### config.mk
export PLATFORM = sky130hd
export DESIGN_NAME = bcd_rtc_clock
export DESIGN_NICKNAME = d
export VERILOG_FILES = /design/src/rtl/bcd_rtc_clock.sv
export SDC_FILE = /design/constraint.sdc
export NUM_CORES = 1
export LEC_CHECK = 0
export ABC_AREA = 1
export CAP_MARGIN = 5
export CELL_PAD_IN_SITES_DETAIL_PLACEMENT = 2
export CELL_PAD_IN_SITES_GLOBAL_PLACEMENT = 2
export CORE_MARGIN = 2
export CORE_UTILIZATION = 32
export DETAILED_ROUTE_END_ITERATION = 7
export HOLD_SLACK_MARGIN = 0.12
export PLACE_DENSITY = 0.89
export SLEW_MARGIN = 20
export SYNTH_ARGS = -nofsm -noshare
export SYNTH_HDL_FRONTEND = slang
export SYNTH_SLANG_ARGS = --single-unit
### constraint.sdc
create_clock -name clk -period 5.3 [get_ports clk]
set_input_delay 1.06 -clock clk [delete_from_list [all_inputs] [get_ports clk]]
set_output_delay 1.06 -clock clk [all_outputs]
set_load 0.005 [all_outputs]
### src/rtl/bcd_rtc_clock.sv
// ---------------------------------------------------------------------------
// bcd_rtc_clock
//
// Purpose:
//   Packed-BCD real-time clock that counts hours (kept internally in 24-hour
//   form), minutes and seconds. A built-in prescaler turns CLK_DIV enabled
//   clocks into one second. The hour display is mapped to 12-hour (with pm)
//   or 24-hour form at runtime. A validated load port sets the time.
//
// Optional feature (macro ALARM_EN):
//   Adds an armable alarm compared against hh:mm:00 of the running time.
//
// Parameters:
//   CLK_DIV  enabled clk cycles per second (1..2^24)
//   DIV_W    prescaler width, CLK_DIV <= 2^DIV_W
//
// Ports:
//   clk        system clock, rising edge
//   reset      synchronous, active-low reset
//   ena        count enable for the prescaler
//   mode24     1 = 24-hour display, 0 = 12-hour display with pm
//   load       single-cycle time-load strobe
//   load_hh/mm/ss  BCD time to load (hour in 24-hour form)
//   alarm_set, alarm_hh, alarm_mm, alarm_clr, alarm   (ALARM_EN only)
//   load_err   one-cycle pulse when a load or alarm_set value is rejected
//   sec_tick   one-cycle pulse coinciding with each new seconds value
//   pm         high when the internal hour is 12 or later
//   hh, mm, ss BCD display outputs
// ---------------------------------------------------------------------------
module bcd_rtc_clock #(
    parameter int CLK_DIV = 1,
    parameter int DIV_W   = 24
) (
    input  logic       clk,
    input  logic       reset,
    input  logic       ena,
    input  logic       mode24,
    input  logic       load,
    input  logic [7:0] load_hh,
    input  logic [7:0] load_mm,
    input  logic [7:0] load_ss,
`ifdef ALARM_EN
    input  logic       alarm_set,
    input  logic [7:0] alarm_hh,
    input  logic [7:0] alarm_mm,
    input  logic       alarm_clr,
    output logic       alarm,
`endif
    output logic       load_err,
    output logic       sec_tick,
    output logic       pm,
    output logic [7:0] hh,
    output logic [7:0] mm,
    output logic [7:0] ss
);

    localparam logic [DIV_W-1:0] DIV_MAX = DIV_W'(CLK_DIV - 1);

    // Both nibbles must be decimal digits and the value must not exceed lim.
    // Since legal BCD orders the same way as binary, a plain compare works.
    function automatic logic bcd_ok(input logic [7:0] v, input logic [7:0] lim);
        return (v[3:0] <= 4'd9) && (v[7:4] <= 4'd9) && (v <= lim);
    endfunction

    // BCD increment wrapping from lim back to 00.
    function automatic logic [7:0] bcd_inc(input logic [7:0] v, input logic [7:0] lim);
        if (v == lim)
            return 8'h00;
        else if (v[3:0] == 4'd9)
            return {v[7:4] + 4'd1, 4'd0};
        else
            return {v[7:4], v[3:0] + 4'd1};
    endfunction

    logic [7:0]       hour24_q, hour24_d;
    logic [7:0]       mm_q, mm_d;
    logic [7:0]       ss_q, ss_d;
    logic [DIV_W-1:0] div_cnt_q, div_cnt_d;
    logic             sec_tick_q, sec_tick_d;
    logic             load_err_q, load_err_d;
    logic             tick;
    logic             load_ok;

`ifdef ALARM_EN
    logic [7:0] alarm_hh_q, alarm_hh_d;
    logic [7:0] alarm_mm_q, alarm_mm_d;
    logic       armed_q, armed_d;
    logic       alarm_q, alarm_d;
    logic       alarm_ok;
    logic       time_upd;
    logic       match;
    logic       rollover;
`endif

    // -----------------------------------------------------------------------
    // Next-state logic
    // -----------------------------------------------------------------------
    always_comb begin
        // NOTE: every variable gets a default before any branch; a path that
        // leaves one unassigned would infer a latch.
        hour24_d   = hour24_q;
        mm_d       = mm_q;
        ss_d       = ss_q;
        div_cnt_d  = div_cnt_q;
        sec_tick_d = 1'b0;
        load_err_d = 1'b0;

        // A load of either outcome blocks the prescaler for that cycle, so a
        // coinciding tick is simply lost.
        tick    = ena && !load && (div_cnt_q == DIV_MAX);
        load_ok = bcd_ok(load_hh, 8'h23) && bcd_ok(load_mm, 8'h59) && bcd_ok(load_ss, 8'h59);

        if (load) begin
            if (load_ok) begin
                hour24_d  = load_hh;
                mm_d      = load_mm;
                ss_d      = load_ss;
                div_cnt_d = '0;
            end else begin
                load_err_d = 1'b1;
            end
        end else if (ena) begin
            if (tick) begin
                div_cnt_d  = '0;
                sec_tick_d = 1'b1;
                ss_d       = bcd_inc(ss_q, 8'h59);
                if (ss_q == 8'h59) begin
                    mm_d = bcd_inc(mm_q, 8'h59);
                    if (mm_q == 8'h59)
                        hour24_d = bcd_inc(hour24_q, 8'h23);
                end
            end else begin
                div_cnt_d = div_cnt_q + DIV_W'(1);
            end
        end

`ifdef ALARM_EN
        alarm_hh_d = alarm_hh_q;
        alarm_mm_d = alarm_mm_q;
        armed_d    = armed_q;
        alarm_ok   = bcd_ok(alarm_hh, 8'h23) && bcd_ok(alarm_mm, 8'h59);

        if (alarm_set) begin
            if (alarm_ok) begin
                alarm_hh_d = alarm_hh;
                alarm_mm_d = alarm_mm;
                armed_d    = 1'b1;
            end else begin
                load_err_d = 1'b1;
            end
        end

        // Match is judged on the time about to be registered, so alarm rises
        // together with the matching display value.
        time_upd = (load && load_ok) || tick;
        match    = armed_q && time_upd && (hour24_d == alarm_hh_q) &&
                   (mm_d == alarm_mm_q) && (ss_d == 8'h00);
        rollover = tick && (ss_q == 8'h59);

        if (alarm_clr)
            alarm_d = 1'b0;
        else if (match)
            alarm_d = 1'b1;
        else if (rollover)
            alarm_d = 1'b0;
        else
            alarm_d = alarm_q;
`endif
    end

    // -----------------------------------------------------------------------
    // State registers
    // -----------------------------------------------------------------------
    // NOTE: reset is synchronous and sampled only at the clock edge; all
    // state updates use non-blocking assignments so every flop sees the
    // pre-edge values of its neighbours.
    always_ff @(posedge clk) begin
        if (!reset) begin
            hour24_q   <= 8'h00;
            mm_q       <= 8'h00;
            ss_q       <= 8'h00;
            div_cnt_q  <= '0;
            sec_tick_q <= 1'b0;
            load_err_q <= 1'b0;
`ifdef ALARM_EN
            alarm_hh_q <= 8'h00;
            alarm_mm_q <= 8'h00;
            armed_q    <= 1'b0;
            alarm_q    <= 1'b0;
`endif
        end else begin
            hour24_q   <= hour24_d;
            mm_q       <= mm_d;
            ss_q       <= ss_d;
            div_cnt_q  <= div_cnt_d;
            sec_tick_q <= sec_tick_d;
            load_err_q <= load_err_d;
`ifdef ALARM_EN
            alarm_hh_q <= alarm_hh_d;
            alarm_mm_q <= alarm_mm_d;
            armed_q    <= armed_d;
            alarm_q    <= alarm_d;
`endif
        end
    end

    // -----------------------------------------------------------------------
    // Display mapping: purely combinational so a mode change shows at once
    // -----------------------------------------------------------------------
    logic [4:0] hour_bin;
    logic [4:0] hour12;

    always_comb begin
        hour_bin = (5'(hour24_q[7:4]) * 5'd10) + 5'(hour24_q[3:0]);
        hour12   = 5'd0;
        pm       = (hour24_q >= 8'h12);
        if (mode24) begin
            hh = hour24_q;
        end else if (hour_bin == 5'd0) begin
            hh = 8'h12;
        end else if (hour_bin <= 5'd12) begin
            hh = hour24_q;
        end else begin
            // 13..23 map to 01..11; re-encode the binary result as BCD.
            hour12 = hour_bin - 5'd12;
            hh     = (hour12 >= 5'd10) ? {4'd1, 4'(hour12 - 5'd10)} : {4'd0, 4'(hour12)};
        end
    end

    assign mm       = mm_q;
    assign ss       = ss_q;
    assign sec_tick = sec_tick_q;
    assign load_err = load_err_q;
`ifdef ALARM_EN
    assign alarm    = alarm_q;
`endif

endmodule

# Word-level counts from Yosys, hierarchy flattened
# Cells that the tools add are included.
# W data, S select, Z words.
[totals] wordCells=101 out_inout_bits=27 regBits=50 input_bits=29
[classes] n_eq_ne=7 order_cmp=12 n_mux=31 add_sub_neg=10 bitwise_logic=2 reduce_logical=29 n_mul=1
[ops] cell="$mux W8" n=24
[ops] cell="$mux W24" n=4
[ops] cell="$add A24 B1 Y24 const B" n=1
[ops] cell="$add A4 B1 Y4 const B" n=6
[ops] cell="$le A4 B4 Y1 const B" n=6
[ops] cell="$logic_not A24 Y1" n=1
[ops] cell="$eq A8 B7 Y1 const B" n=2
[ops] cell="$le A8 B7 Y1 const B" n=2
[ops] cell="$eq A4 B4 Y1 const B" n=3
[ops] cell="$logic_and A1 B1 Y1" n=10
[ops] cell="$reduce_and A5 Y1" n=2
[ops] cell="$reduce_bool A3 Y1" n=3
[ops] cell="$eq A8 B6 Y1 const B" n=1
[ops] cell="$ge A8 B5 Y1 const B" n=1
[ops] cell="$le A8 B6 Y1 const B" n=1
[ops] cell="$reduce_and A4 Y1" n=2
[ops] cell="$reduce_bool A2 Y1" n=4
[ops] cell="$reduce_and A6 Y1" n=1
[ops] cell="$add A5 B4 Y5" n=1
[ops] cell="$ge A5 B4 Y1 const B" n=1
[ops] cell="$le A5 B4 Y1 const B" n=1
[ops] cell="$logic_not A5 Y1" n=1
[ops] cell="$mux W5" n=1
[ops] cell="$sub A5 B4 Y5 const B" n=1
[ops] cell="9 further kinds" n=12

# Depth between registers and ports, before layout
# Gate-level depths: netlist (run 1).
[depth] ltp_word=8 depth_mapped=13 ltp_nobuf=13

# Worst setup path before layout (run 1)
# No wires, ideal clock.
[synth_timing] kind="reg-to-output" from="register hour24_q[4]" to="output port hh[3]" arrival_time_ns=2.080 setup_slack_ns=2.160 required_ns=4.240 path_buffers=0 path_stages_with_launch=12 path_cell_list="dfxtp_1 ha_1 inv_1 fa_1 inv_1 ha_1 a21oi_1 nand2_1 nand2_2 o21ai_0 o21ai_1 nand2_1"
[synth_between] elab_chain_cells=8 elab_cells_between_ends=11 classes_between="add/sub: 3; mul: 1; order compare: 2; mux: 4; reduce/logical: 1"
[synth_rtl] item="from (decl)" line_no="75" text="logic [7:0] hour24_q, hour24_d;"
[synth_rtl] item="from (signal assigned)" line_no="192" text="hour24_q <= hour24_d;"
[synth_rtl] item="$mul A4 B3 Y4 (*)" line_no="214" text="hour_bin = (5'(hour24_q[7:4]) * 5'd10) + 5'(hour24_q[3:0]);"
[synth_rtl] item="$add A5 B4 Y5 (*)" line_no="214"
[synth_rtl] item="$sub A5 B4 Y5" line_no="225" text="hour12 = hour_bin - 5'd12;"
[synth_rtl] item="$sub A4 B4 Y4 or $ge A5 B4 Y1 (tied branches)" line_no="226" text="hh = (hour12 >= 5'd10) ? {4'd1, 4'(hour12 - 5'd10)} : {4'd0, 4'(hour12)};"
[synth_rtl] item="$mux W5" line_no="226"
[synth_rtl] item="$mux W8" line_no="221" text="end else if (hour_bin <= 5'd12) begin"
[synth_rtl] item="$mux W8 (*)" line_no="219" text="end else if (hour_bin == 5'd0) begin"
[synth_rtl] item="$mux W8 (*)" line_no="217" text="if (mode24) begin"
[synth_rtl] item="to (decl)" line_no="52" text="output logic [7:0] hh,"
# Mark *: on every way between the ends. The rest lies on a longest branch, timed or not.

# Worst setup path after layout (run 1)
[layout_timing] from="register hour24_q[1]" to="output port hh[1]"
[layout_between] elab_chain_cells=7 elab_cells_between_ends=10 classes_between="add/sub: 3; order compare: 2; mux: 4; reduce/logical: 1"
[layout_rtl] item="$add A5 B4 Y5" line_no="214"
[layout_rtl] item="$sub A5 B4 Y5" line_no="225"
[layout_rtl] item="$sub A4 B4 Y4 or $ge A5 B4 Y1 (tied branches)" line_no="226"
[layout_rtl] item="$mux W5" line_no="226"
[layout_rtl] item="$mux W8" line_no="221"
[layout_rtl] item="$mux W8" line_no="219"
[layout_rtl] item="$mux W8 (*)" line_no="217"
# Marks and branches as above.

==> results.toml, run 1 <==
[clocking]
post_cts_resized = 0
clk_latency_ns = 0.30
cts_hold_buf = 0
clockBufferDepth = 2
cts_buffers = 5
clkTransAtPathRegs_ns = 0.07
cts_tree = "built"
cts-root-buf = "clkbuf_16"
clock_sinks = 50
postCtsSetupBuffers = 0
htree_num_levels = 2

[synth]
synth_cells = 604
ys_warn_count = 0
synth_cell_types = 37
synth.top_cell.area_share = 0.261
syn_avg_cell_area_sq_um = 6.36
synth-seq-cells = 50
synthTopCellsByArea = "dfxtp_1 26%, nand2_1 14%, nor2_1 7.6%"
synth.largest_area_cell = "dfxtp_1"
synth_fp_nets = 656
yosysSeqAreaShare = 0.261
syn_area_sq_um = 3840

[route]
ant_nets = 0
viasPerCell = 5.42
dr.pass1.iters = 4
drtIter0Drc = 132
wl_per_cell_um = 19.3
wirelength_mm = 15.4
drc = 0
num_vias = 4328

[grt]
antenna_found_initial = 0
grt_overflow = 0
grt_pass1_vias = 5031
grt_first_pass_wirelength_mm = 25.7
track_usage = 0.249
grt_max_degree = 33

[floorplan]
die-area_sq_um = 12900
start_util = 0.324
coreArea_sq_um = 11900
die_w_um = 114
fp.dieH_um = 114
rows = 40
ioPinCount = 56

[place]
portBuffers = 55
hpwl_mm = 11.8
place_area_sq_um = 4490
place.gp.congestion = 0.862

[layout]
multiInputGateArea_sq_um = 2450
num_antenna_cells = 0
area_growth_syn_to_layout_pct = 21.2
finalInstanceArea_sq_um = 4650
fin_nets = 703
regArea_sq_um = 1000
post_route_cells_drive_above_1_share = 0.0599
final_cell_mix = "147 x nand2_1, 78 x nor2_1, 64 x inv_1"
fillerInstances = 1428
mostFrequentLayoutCell = "nand2_1"

[pwr]
powerDensity_nw_per_um2 = 197
p_leak_nw = 1.80
vdd_drop_max_v = 0.000158

[timing]
tns_ns = 0
rsz0062_at_grt = "false"
maxSlewHeadroom = 0.699
setup_viol = 0
fin_worst_skew_ns = 0.0107
finalHoldViolations = 0
fin_crit_sh = 0.813
drv_slew = 0
worst_pin_slew_ns = 0.451
finalCriticalPeriod_ns = 4.31
max_freq_mhz = 232

[run]
maxCapViolations = 0

[hold_path]
hold_path_depth = 2
hold_path.class = "reg -> reg"

[setup_path]
critPathCaptureType = "primary output"
critPathMaxFanout = 7
crit_type = "reg -> out"
startpoint_type = "flop"
r2r_cells = 11
crit_required_ns = 4.24
arrival_ns = 3.25

[outcome]
outcome = "finished clean"
==> logic make-up after synthesis <==
kind of cell	Yosys count	share of synthesized area
flip-flops	50	0.261
AO/OA/AOI/OAI	87	0.125
buffers and inverters	91	0.100
XOR/XNOR	18	0.0410
adder cells (fa/ha/maj)	23	0.0769
AND/OR/NAND/NOR	335	0.396
==> worst max-delay path, cell delays in order (launching register included) <==
cell and delay (ns):
dfxtp_1 0.50, ha_1 0.23, inv_1 0.08, fa_1 0.57, inv_1 0.12, ha_1 0.20, a21oi_1 0.16, nand2_1 0.14
nand2_2 0.17, nand3_1 0.13, a21oi_1 0.14, clkdlybuf4s50_1 0.51
==> routing by layer <==
| layer | GRT usage | wire (um) |
|---|---|---|
| met1 | 0.281 | 6490 |
| met2 | 0.470 | 8070 |
| met3 | 0.0377 | 452 |
| met4 | 0.0927 | 384 |
| met5 | 0 | 0 |
==> sequential cells by signal (all words and copies together) (netlist names) <==
register	count
div_cnt_q	24
hour24_q	8
mm	8
ss	8
load_err	1
sec_tick	1
==> worst paths after layout <==
path,from,endpoint,slack (ns)
worst max-delay path,hour24_q[1]$_SDFFE_PN0P_,hh[1],0.99
worst min-delay path,div_cnt_q[1]$_SDFFE_PN0P_,div_cnt_q[1]$_SDFFE_PN0P_,0.51
worst min register to register,div_cnt_q[1]$_SDFFE_PN0P_,div_cnt_q[1]$_SDFFE_PN0P_,0.51
worst max register to register,div_cnt_q[0]$_SDFFE_PN0P_,ss[6]$_SDFFE_PN0P_,3.04
==> through the flow <==
step	setup slack [ns]	utilization	hold WS (ns)	power [mW]	std cells
2_1_floorplan	2.16	-	0.457	0.472	604
3_3_place_gp	1.53	0.378	0.467	0.527	791
3_5_place_dp	1.28	0.378	0.494	0.535	791
4_1_cts	0.953	0.392	0.507	0.920	798
5_1_grt	0.748	0.392	0.543	0.949	798
6_report	0.989	0.392	0.513	0.915	798
==> report_power, final <==
group,switching [mW],total [mW],internal [mW],leakage [nW]
Combinational,0.0798,0.134,0.0547,1.31
Clock,0.154,0.388,0.234,0.0829
Sequential,0.0106,0.393,0.383,0.405
==> synthesized netlist by cell type <==
| cell | instances |
|---|---|
| buf_6 | 4 |
| fa_1 | 1 |
| nor2_2 | 2 |
| nor3_4 | 1 |
| nand3_1 | 57 |
| inv_2 | 8 |
| nor2_4 | 2 |
| nor3_2 | 5 |
| dfxtp_1 | 50 |
| a21oi_4 | 1 |
| inv_1 | 64 |
| ha_1 | 22 |
| o21ai_1 | 14 |
| xor2_1 | 9 |
| buf_4 | 2 |
| o22ai_1 | 11 |
| buf_2 | 3 |
| nand2_1 | 147 |
| nor3b_1 | 1 |
| a22oi_1 | 1 |
| nand4_1 | 24 |
| a21oi_1 | 41 |
| nor2_1 | 78 |
| o31ai_1 | 3 |
| nand3_2 | 2 |
| clkinv_1 | 1 |
| clkbuf_1 | 8 |
| o21ai_0 | 11 |
| nand2_4 | 3 |
| xnor2_1 | 9 |
| a31oi_1 | 2 |
| a211oi_1 | 2 |
| nand3b_1 | 3 |
| nand2_2 | 4 |
| a21oi_2 | 1 |
| inv_4 | 1 |
| nor3_1 | 6 |
==> final cells by class <==
class / instances / share of cell area
clock buffer: 6 / 0.0298
clock inverter: 1 / 0.00645
multi-input combinational: 463 / 0.527
inverter: 74 / 0.0602
tap: 147 / 0.0395
timing repair buffer: 57 / 0.122
sequential: 50 / 0.215
(Power assumes the default switching activity.)
==> run 2: changes to the inputs <==
Settings changed: CORE_UTILIZATION 32 to 27, PLACE_DENSITY 0.89 to 0.81.
Clock period 5.3 ns to 3.9 ns, I/O delays scaled along.
==> run 2 against run 1 <==
Against the previous run: critical path depth up 2; clock skew about the same; sequential power up 35%; combinational power up 35%; power up 29%; clock power up 20%; sequential share of layout area down 0.41 points; first-iteration DRC count up 3.8%; non-clock buffer count up 8; critical endpoint is now hh[3]; largest cell class unchanged.
==> results.toml, run 2 (same netlist as run 1, synthesis figures left out) <==
[outcome]
outcome = "finished clean"

[clocking]
htree_num_levels = 2
clockBufferDepth = 2
clock_sinks = 50
cts_buffers = 5
clkTransAtPathRegs_ns = 0.07
cts_tree = "built"
clk_latency_ns = 0.31
cts-root-buf = "clkbuf_16"

[route]
ant_nets = 0
drc = 0
drtIter0Drc = 137
num_vias = 4257
dr.pass1.iters = 5
wl_per_cell_um = 16.6
wirelength_mm = 14.0
viasPerCell = 5.07

[pwr]
power_frac_comb = 0.153
p_switching_uw = 344
seqPwrFrac = 0.451
vdd_drop_max_v = 0.000141
p_int_uw = 836
swShare = 0.292
powerDensity_nw_per_um2 = 247
p_clk_frac = 0.396
p_leak_nw = 1.84

[grt]
grt_pass1_vias = 4739
track_usage = 0.191
antenna_found_initial = 0
grt_overflow = 0
grt_first_pass_wirelength_mm = 23.2
grt_max_degree = 26

[setup_path]
crit_required_ns = 3.12
critPathCaptureType = "primary output"
crit_buf_inv = 3
worst_path_max_delay_cell = "fa_2"
critPathMaxStageDelay_ns = 0.58
startpoint_type = "flop"
critPathMaxFanout = 7
arrival_ns = 3.00
crit_path_cell_trace = "ha_2 > inv_1 > fa_2 > inv_1 > ha_1 > a21oi_2 > nand2_2 > nand2_4 > nor2_1 > nor2_1 > o21ai_1 > nand2_1 > clkdlybuf4s50_1"
crit_type = "reg -> out"
path_delay_family = "adder cells"

[floorplan]
fp.dieH_um = 123
rows = 43
start_util = 0.277
die_w_um = 123
ioPinCount = 56
coreArea_sq_um = 13900
die-area_sq_um = 15200

[hold_path]
hold_path.class = "reg -> reg"

[timing]
worst_pin_slew_ns = 0.625
finalCriticalPeriod_ns = 3.78
drv_slew = 0
setup_viol = 0
fin_worst_skew_ns = 0.0110
finalHoldViolations = 0
fin_crit_sh = 0.970
hold_ws_ns = 0.494
maxSlewHeadroom = 0.581
max_freq_mhz = 264

[layout]
largest_reg_flops = 24
final_cell_mix = "144 x nand2_1, 78 x nor2_1, 64 x inv_1"
num_antenna_cells = 0
area_growth_syn_to_layout_pct = 24.2
post_route_cells_drive_above_1_share = 0.0864
fillerInstances = 1723
mostFrequentLayoutCell = "nand2_1"
utilization = 0.344
top_register = "div_cnt_q"
fin_nets = 711

[place]
place.gp.congestion = 0.861
portBuffers = 55
hpwl_mm = 10.7

[run]
maxCapViolations = 0
run 2: cell types whose count changed in the layout (fill, tap and decap cells not counted), moves of 2 or more:
cell	delta
dfxtp_1	-2
nand2_1	-3
clkinvlp_4	+2
buf_4	+8
nand2_2	+2
run 2: path summary, 6_finish.rpt:
check                                  from                   endpoint  slack [ns]  depth (start not counted)
setup / recovery   hour24_q[4]$_SDFFE_PN0P_                      hh[3]        0.12                         13
hold / removal    div_cnt_q[1]$_SDFFE_PN0P_  div_cnt_q[1]$_SDFFE_PN0P_        0.49                          2
setup reg to reg  div_cnt_q[0]$_SDFFE_PN0P_         ss[4]$_SDFFE_PN0P_        1.79                         11
hold reg to reg   div_cnt_q[1]$_SDFFE_PN0P_  div_cnt_q[1]$_SDFFE_PN0P_        0.49                          2
run 2: final cells by class:
type | count | area, sq um | share of cell area
multi-input cells | 463 | 2480 | 0.520
inverters | 74 | 280 | 0.0588
repair buffers | 65 | 628 | 0.132
clock inverters | 3 | 23.8 | 0.00498
well taps | 180 | 225 | 0.0472
clock buffers | 5 | 125 | 0.0262
flip-flops and latches | 50 | 1010 | 0.211
run 2: tightest hold or removal path: stages, from the launching register on:
cell	delay, ns
dfxtp_1	0.33
nand2_1	0.07
a21oi_1	0.05
run 2: what timing repair did:
action	4_1_cts	5_1_grt
pin swaps	0	2
endpoints found under the setup margin	4	7
buffers inserted	0	4
resized for setup	1	11
hold buffers	0	0
run 2: stage by stage:
step	setup TNS [ns]	power (mW)	worst slack (ns)	cell area, sq um	instances
floorplan	0	0.642	1.04	3840	604
global placement	0	0.718	0.421	4560	828
detailed placement	0	0.725	0.235	4560	828
CTS	0	1.20	0.0134	4710	836
global route	-0.0805	1.24	-0.0407	4770	840
finish	0	1.18	0.117	4770	840
run 2: power by group through the flow:
stage | Combinational [mW] | Clock [mW] | Sequential (mW)
global route | 0.200 | 0.505 | 0.534
CTS | 0.182 | 0.483 | 0.533
detailed placement | 0.180 | 0 | 0.545
floorplan | 0.0999 | 0 | 0.542
finish | 0.181 | 0.467 | 0.532
global placement | 0.174 | 0 | 0.544
run 2: per-layer routing:
metal | vias up | wire [um] | global-route usage
met5 | - | 0 | 0
met2 | 61 | 7030 | 0.350
met1 | 2087 | 6400 | 0.232
li1 | 2093 | - | -
met3 | 16 | 342 | 0.0309
met4 | 0 | 177 | 0.0483
==> run 3: changes to the inputs <==
Settings changed: SKIP_CTS_REPAIR_TIMING set to 1.
==> run 3 against run 2 <==
Against the previous run: die area is the same; critical endpoint unchanged; first-iteration DRC count is 3.6% higher; worst hold slack barely moved; clock power hardly changed; register-to-register slack about the same; clock skew about the same; sequential power hardly changed; power is 0.19% lower; global-route usage unchanged; non-clock buffer count did not move; critical path type unchanged.
==> results.toml, run 3 (same netlist as run 1, synthesis figures left out) <==
[grt]
track_usage = 0.191
grt_pass1_vias = 4739
top_usage_layer = "met2"
grt_first_pass_wirelength_mm = 23.2
grt_max_degree = 26
met2_usage = 0.350
met3_usage = 0.0309
antenna_found_initial = 0
grt_use_met1 = 0.232
grt_overflow = 0

[floorplan]
die-area_sq_um = 15200
fp.dieH_um = 123
start_util = 0.277
die_w_um = 123
rows = 43
coreArea_sq_um = 13900
ioPinCount = 56

[hold_path]
holdPathEnd = "div_cnt_q[1]$_SDFFE_PN0P_"
min-delay-start = "div_cnt_q[1]$_SDFFE_PN0P_"
hold_path_depth = 2
hold_path.class = "reg -> reg"

[route]
drc = 0
num_vias = 4263
viasPerCell = 5.08
wirelength_mm = 14.0
drtIter0Drc = 142
wl_per_cell_um = 16.6
dr.pass1.iters = 4
ant_nets = 0

[layout]
mostFrequentLayoutCell = "nand2_1"
fillerInstances = 1721
post_route_cells_drive_above_1_share = 0.0864
num_antenna_cells = 0
top_register = "div_cnt_q"
final_cell_mix = "144 x nand2_1, 78 x nor2_1, 64 x inv_1"
fin_nets = 711
area_growth_syn_to_layout_pct = 24.2
largest_reg_flops = 24

[setup_path]
startpoint_type = "flop"
arrival_ns = 3.00
rr_endpoint = "ss[4]$_SDFFE_PN0P_"
path_delay_family = "adder cells"
ff2ff_setup_slack_ns = 1.80
crit_buf_inv = 3
crit_path_cell_trace = "ha_2 > inv_1 > fa_2 > inv_1 > ha_1 > a21oi_2 > nand2_2 > nand2_4 > nor2_1 > nor2_1 > o21ai_1 > nand2_1 > clkdlybuf4s50_1"
crit_required_ns = 3.12
crit_type = "reg -> out"
r2r_start = "div_cnt_q[0]$_SDFFE_PN0P_"
critPathCaptureType = "primary output"
critPathMaxFanout = 7
worst_path_max_delay_cell = "fa_2"
critPathMaxStageDelay_ns = 0.58
r2r_cells = 11

[place]
pre_cts_slack_ns = 0.235
hpwl_mm = 10.7
place.gp.congestion = 0.861
portBuffers = 55

[pwr]
p_leak_nw = 1.84
vdd_drop_max_v = 0.000140
powerDensity_nw_per_um2 = 247

[timing]
maxSlewHeadroom = 0.576
finalCriticalPeriod_ns = 3.78
drv_slew = 0
worst_pin_slew_ns = 0.631
timing.final.ws_setup_ns = 0.119
max_freq_mhz = 264
setup_viol = 0
finalHoldViolations = 0
fin_worst_skew_ns = 0.0109
fin_crit_sh = 0.970
hold_ws_ns = 0.494

[clocking]
cts_tree = "built"
cts-root-buf = "clkbuf_16"
htree_num_levels = 2
clk_latency_ns = 0.31
cts_buffers = 5
clock_sinks = 50
clkTransAtPathRegs_ns = 0.07
clockBufferDepth = 2

[run]
maxCapViolations = 0

[outcome]
outcome = "finished clean"
==> run 3: cell counts in the layout (fill, tap and decap cells not counted) <==
Identical to the previous run, type by type.
==> run 3: cell type report <==
type / instances / area (sq um) / area share
clock inverters: 3 / 23.8 / 0.00498
multi-input cells: 463 / 2480 / 0.520
repair buffers: 65 / 628 / 0.132
inverters: 74 / 280 / 0.0587
well taps: 180 / 225 / 0.0472
clock buffers: 5 / 125 / 0.0262
flip-flops and latches: 50 / 1010 / 0.211
==> run 3: worst max-delay path by stage <==
| stage | slack [ns] | to | from | cells past startpoint |
|---|---|---|---|---|
| 6_report | 0.12 | hh[3] | hour24_q[4]$_SDFFE_PN0P_ | 13 |
| 4_1_cts | -0.1 | hh[3] | hour24_q[4]$_SDFFE_PN0P_ | 13 |
| 3_5_place_dp | 0.23 | hh[3] | hour24_q[4]$_SDFFE_PN0P_ | 13 |
| 2_1_floorplan | 1.04 | hh[3] | hour24_q[4]$_SDFFE_PN0P_ | 11 |
| 5_1_grt | -0.04 | hh[3] | hour24_q[4]$_SDFFE_PN0P_ | 13 |
| 3_3_place_gp | 0.42 | hh[3] | hour24_q[4]$_SDFFE_PN0P_ | 13 |
==> run 3: where the power goes <==
| part | switching [mW] | internal (mW) | total [mW] |
|---|---|---|---|
| registers | 0.0128 | 0.518 | 0.531 |
| logic | 0.105 | 0.0754 | 0.181 |
| clock network | 0.225 | 0.241 | 0.465 |
==> run 3: worst register-to-register path: stages (launching register included) <==
cell and delay, ns:
dfxtp_1 0.38, inv_2 0.13, ha_1 0.16, nand3_1 0.11, nor3_2 0.22, nand2_2 0.15, nand2_2 0.26, nand2_4 0.15
nor2_4 0.18, inv_2 0.08, nor2_1 0.12, nor2_1 0.06
==> run 3: stage by stage <==
stage	utilization	TNS, ns	power (mW)	cell area [sq um]	std cells
6_report	0.344	0	1.18	4770	840
5_1_grt	0.344	-0.0802	1.24	4770	840
4_1_cts	0.339	-0.216	1.20	4710	836
3_5_place_dp	0.328	0	0.725	4560	828
3_3_place_gp	0.328	0	0.718	4560	828
2_1_floorplan	-	0	0.642	3840	604
==> run 3: per-layer routing <==
layer | vias to the layer above | share of wire
met1 | 2097 | 0.46
met5 | - | 0
met2 | 59 | 0.50
met4 | 0 | 0.013
met3 | 16 | 0.024
li1 | 2091 | -
